`src/rtl/mailbox_cycle_counter.sv`:
```
// Saturating 32-bit cycle counter with synchronous clear (priority) and
// count enable; holds its value when neither is asserted.
module mailbox_cycle_counter (
   input  logic        clk_i,
   input  logic        rst_i,
   input  logic        clear_i,
   input  logic        en_i,
   output logic [31:0] count_o
);

   logic [31:0] count_q;
   logic [31:0] count_d;

   always_comb begin
      count_d = count_q;
      if (clear_i) begin
         count_d = '0;
      end else if (en_i && (count_q != '1)) begin
         count_d = count_q + 32'd1;
      end
   end

   always_ff @(posedge clk_i) begin
      if (rst_i) count_q <= '0;
      else       count_q <= count_d;
   end

   assign count_o = count_q;

endmodule

```
`config.mk`:
```
export PLATFORM = sky130hd
export DESIGN_NAME = mailbox_cycle_counter
export DESIGN_NICKNAME = d
export VERILOG_FILES = /design/src/rtl/mailbox_cycle_counter.sv
export SDC_FILE = /design/constraint.sdc
export NUM_CORES = 1
export LEC_CHECK = 0
export ABC_AREA = 1
export BUFFER_PORTS_ARGS = -buffer_cell sky130_fd_sc_hd__buf_4
export CAP_MARGIN = 30
export CORE_MARGIN = 1.5
export CORE_UTILIZATION = 25
export DETAILED_ROUTE_END_ITERATION = 12
export SETUP_SLACK_MARGIN = 0.3
export SLEW_MARGIN = 20
export SYNTH_ARGS = -nofsm -noshare
export SYNTH_HDL_FRONTEND = slang
export SYNTH_SLANG_ARGS = --single-unit
```
`constraint.sdc`:
```
create_clock -name clk_i -period 2.07 [get_ports clk_i]
set_input_delay 0.1035 -clock clk_i [delete_from_list [all_inputs] [get_ports clk_i]]
set_output_delay 0.1035 -clock clk_i [all_outputs]
set_load 0.01 [all_outputs]
```
==> metrics.txt <==
# TYPE chip_impl_metric gauge
chip_impl_metric{name="post-place-cells",unit=""} 458
chip_impl_metric{name="worst_hold_slack",unit="ns"} 0.209
chip_impl_metric{name="cp_max_fo",unit=""} 13
chip_impl_metric{name="global_route_wire_length_before_repair",unit="microns"} 9790
chip_impl_metric{name="area_occupied_by_multi_input_gates",unit="sq um"} 1350
chip_impl_metric{name="drt_pass1_iterations",unit=""} 5
chip_impl_info{name="layout.cells.most_common_list",value="sky130_fd_sc_hd__nand2_1 (79), sky130_fd_sc_hd__nor2_1 (61), sky130_fd_sc_hd__buf_4 (36)"} 1
chip_impl_metric{name="slew_headroom",unit="%"} 76.7
chip_impl_metric{name="routedWlPerCell",unit="microns"} 12.8
chip_impl_metric{name="floorplan.initialDensity",unit="%"} 25.6
chip_impl_metric{name="maxCapViolations",unit=""} 0
chip_impl_metric{name="period_needed",unit="ns"} 1.68
chip_impl_info{name="run_status",value="completed"} 1
chip_impl_metric{name="netlist-cell-type-count",unit=""} 27
chip_impl_metric{name="number_of_global_route_vias_before_repair",unit=""} 1962
chip_impl_info{name="critical_path.cell_chain",value="ha_1 -> nand2_2 -> nor2_4 -> nand2_4 -> nor2_4 -> nand3b_4 -> a21oi_1 -> nor2_1"} 1
chip_impl_info{name="holdCritPathClass",value="in -> reg"} 1
chip_impl_metric{name="finalSetupViolCount",unit=""} 0
chip_impl_metric{name="largest_register_ff_count",unit=""} 32
chip_impl_metric{name="total_routing_usage_reported_by_global_routing",unit="%"} 14.2
chip_impl_info{name="critical_path.startpoint_type",value="flop"} 1
chip_impl_metric{name="synthesis.area",unit="sq um"} 2100
chip_impl_metric{name="chipWidth",unit="microns"} 94.6
chip_impl_info{name="worst_path_max_delay_cell",value="sky130_fd_sc_hd__dfxtp_2"} 1
chip_impl_info{name="unrepaired_setup_endpoints_after_global_routing",value="yes"} 1
chip_impl_metric{name="postCtsSetupRepairBufs",unit=""} 0
chip_impl_metric{name="cts-root-to-sink-buffers",unit=""} 2
chip_impl_metric{name="finalCritPeriodShare",unit="%"} 81.0
chip_impl_metric{name="detail-route-antenna-nets",unit=""} 0
chip_impl_info{name="tritoncts",value="built"} 1
chip_impl_metric{name="irDropWorstVdd",unit="V"} 0.000173
chip_impl_info{name="layout_commonest_cell",value="sky130_fd_sc_hd__nand2_1"} 1
chip_impl_metric{name="dp_worst_slack",unit="ns"} 0.302
chip_impl_metric{name="global_route.overflow_total",unit=""} 0
chip_impl_metric{name="row_count",unit=""} 33
chip_impl_metric{name="synth_fp_nets",unit=""} 330
chip_impl_metric{name="fin_util",unit="%"} 31.3
chip_impl_metric{name="worst_slack",unit="ns"} 0.394
chip_impl_metric{name="timing.clock.skew",unit="ns"} 0.00646
chip_impl_metric{name="nFillCells",unit=""} 908
chip_impl_metric{name="worst-endpoint-arrival",unit="ns"} 1.86
chip_impl_metric{name="post_route_cells_drive_above_1_share",unit="%"} 23.4
chip_impl_metric{name="area.growth.synth_to_final",unit="%"} 22.0
chip_impl_metric{name="antenna_violations_before_repair",unit=""} 0
chip_impl_metric{name="die_area",unit="sq um"} 8940
chip_impl_metric{name="max_clock_freq",unit="GHz"} 0.597
chip_impl_metric{name="cts.reportedPaths.clkPinSlew",unit="ns"} 0.07
chip_impl_metric{name="clock_sink_count",unit=""} 32
chip_impl_metric{name="routed-via-count",unit=""} 2200
chip_impl_metric{name="crit_buf_inv",unit=""} 0
chip_impl_metric{name="drt-vias-per-instance",unit=""} 4.74
chip_impl_metric{name="detailed_place_hpwl",unit="microns"} 4350
chip_impl_info{name="critPathKind",value="reg -> reg"} 1
chip_impl_metric{name="largest_net_degree_at_the_start_of_global_routing",unit=""} 28
chip_impl_metric{name="cts_max_level",unit=""} 2
chip_impl_metric{name="chipHeight",unit="microns"} 94.6
chip_impl_metric{name="top_level_ports",unit=""} 36
chip_impl_metric{name="timing.critical_path.required",unit="ns"} 2.25
chip_impl_metric{name="io_buffers",unit=""} 35
chip_impl_metric{name="post_synth.cell_area_avg",unit="sq um"} 6.45
chip_impl_metric{name="synthesis.yosys.warnings",unit=""} 0
chip_impl_metric{name="power.leakage",unit="nW"} 0.894
chip_impl_metric{name="drv_slew",unit=""} 0
chip_impl_metric{name="clock_latency",unit="ns"} 0.30
chip_impl_metric{name="p_per_area",unit="nW/um^2"} 434
chip_impl_metric{name="finalHoldViolations",unit=""} 0
chip_impl_info{name="crit_path_frequent_cell",value="sky130_fd_sc_hd__nor2_4"} 1
chip_impl_metric{name="remaining_drc_errors",unit=""} 0
chip_impl_metric{name="final.setup.tns",unit="ns"} 0
chip_impl_info{name="cts-root-buf",value="sky130_fd_sc_hd__clkbuf_8"} 1
chip_impl_metric{name="finish.net_count",unit=""} 366
chip_impl_metric{name="synth-seq-cells",unit=""} 32
chip_impl_metric{name="totalWireLength",unit="microns"} 5940
chip_impl_metric{name="timing.critical_path.slowest_cell_delay",unit="ns"} 0.36
chip_impl_metric{name="place_congestion",unit=""} 0.862
chip_impl_metric{name="drt-initial-drc-count",unit=""} 187
chip_impl_metric{name="cts_buffers",unit=""} 5
chip_impl_metric{name="timing_worst_slew_pin_value",unit="ns"} 0.348
chip_impl_metric{name="synth-seq-area-share",unit="%"} 30.6
chip_impl_metric{name="regArea",unit="sq um"} 644
chip_impl_info{name="worst_setup_path_end_kind",value="flop"} 1
chip_impl_metric{name="n_antenna_cell",unit=""} 0
chip_impl_metric{name="synthesized_netlist_cell_count",unit=""} 325
chip_impl_metric{name="cts-hold-fix-buffers",unit=""} 0
chip_impl_metric{name="layout.cells.non_filler",unit=""} 464
chip_impl_metric{name="core_region_area",unit="sq um"} 8180
chip_impl_info{name="worst_path_dominant_cell_family",value="simple AND/OR/NAND/NOR gates"} 1
routing by layer:
layer / wire [microns] / share of wire, % / track usage (%)
met5: 0 / 0 / 0
met4: 90 / 1.5 / 5.22
met3: 349 / 5.9 / 2.74
met2: 2720 / 46 / 21.8
met1: 2780 / 47 / 19.7
where the power goes:
group,switching [mW],internal [mW]
sequential,0.00151,0.617
combinational,0.0306,0.0148
clock,0.229,0.216
path summary, 6_finish.rpt:
check	from	to	slack [ns]	cells past startpoint
max	count_o[0]	count_o[20]	0.39	8
min	en_i	count_o[1]	0.21	3
max reg2reg	count_o[0]	count_o[20]	0.39	8
min reg2reg	count_o[1]	count_o[1]	0.49	2
worst register-to-register path, stage by stage, from the launching register on:
cell and delay [ns]:
sky130_fd_sc_hd__dfxtp_2 0.36, sky130_fd_sc_hd__ha_1 0.21, sky130_fd_sc_hd__nand2_2 0.10, sky130_fd_sc_hd__nor2_4 0.13, sky130_fd_sc_hd__nand2_4 0.09, sky130_fd_sc_hd__nor2_4 0.18
sky130_fd_sc_hd__nand3b_4 0.21, sky130_fd_sc_hd__a21oi_1 0.22, sky130_fd_sc_hd__nor2_1 0.06
through the flow:
| step | power (mW) | instance area (sq um) |
|---|---|---|
| after global routing | 1.16 | 2560 |
| after floorplan | 0.665 | 2100 |
| after detailed placement | 0.676 | 2420 |
| final | 1.11 | 2560 |
| after global placement | 0.675 | 2420 |
| after CTS | 1.12 | 2510 |
Yosys cell counts, drive strengths merged:
| cell | count | share of area, % |
|---|---|---|
| nand2 | 88 | 18 |
| nor2 | 82 | 18 |
| nand3 | 35 | 9.3 |
| dfxtp | 32 | 31 |
| inv | 24 | 4.3 |
| a21oi | 23 | 5.9 |
| nand4 | 14 | 4.2 |
| buf | 7 | 2.8 |
| a31oi | 4 | 1.2 |
| nor3 | 4 | 0.96 |
| nand3b | 3 | 1.7 |
| and2 | 2 | 0.60 |
| o21ai | 2 | 0.48 |
| clkbuf | 1 | 0.66 |
| ha | 1 | 0.60 |
| or2 | 1 | 0.30 |
| xnor2 | 1 | 0.42 |
| xor2 | 1 | 0.42 |
layout make-up:
class	count	area share (%)
flip-flops and latches	32	25.2
multi-input cells	262	52.9
well taps	105	5.14
inverters	24	3.52
clock buffers	5	2.69
repair buffers	36	10.6
what timing repair did:
item | 4_1_cts | 5_1_grt
endpoints found under the setup margin | 2 | 28
resized for setup | 1 | 14
cloned | 1 | 0
pin swaps | 0 | 1
hold endpoints to repair | 0 | 0
cell families after synthesis:
logic type	count (synthesis)	synth area share [%]
AOI/OAI and AO/OA	29	7.52
DFF	32	30.6
adders and majority gates	1	0.597
xor gates and xnor gates	2	0.836
and+or+nand+nor	229	52.7
buffers and inverters	32	7.76
Note: power is estimated with default switching activity, not from simulation.
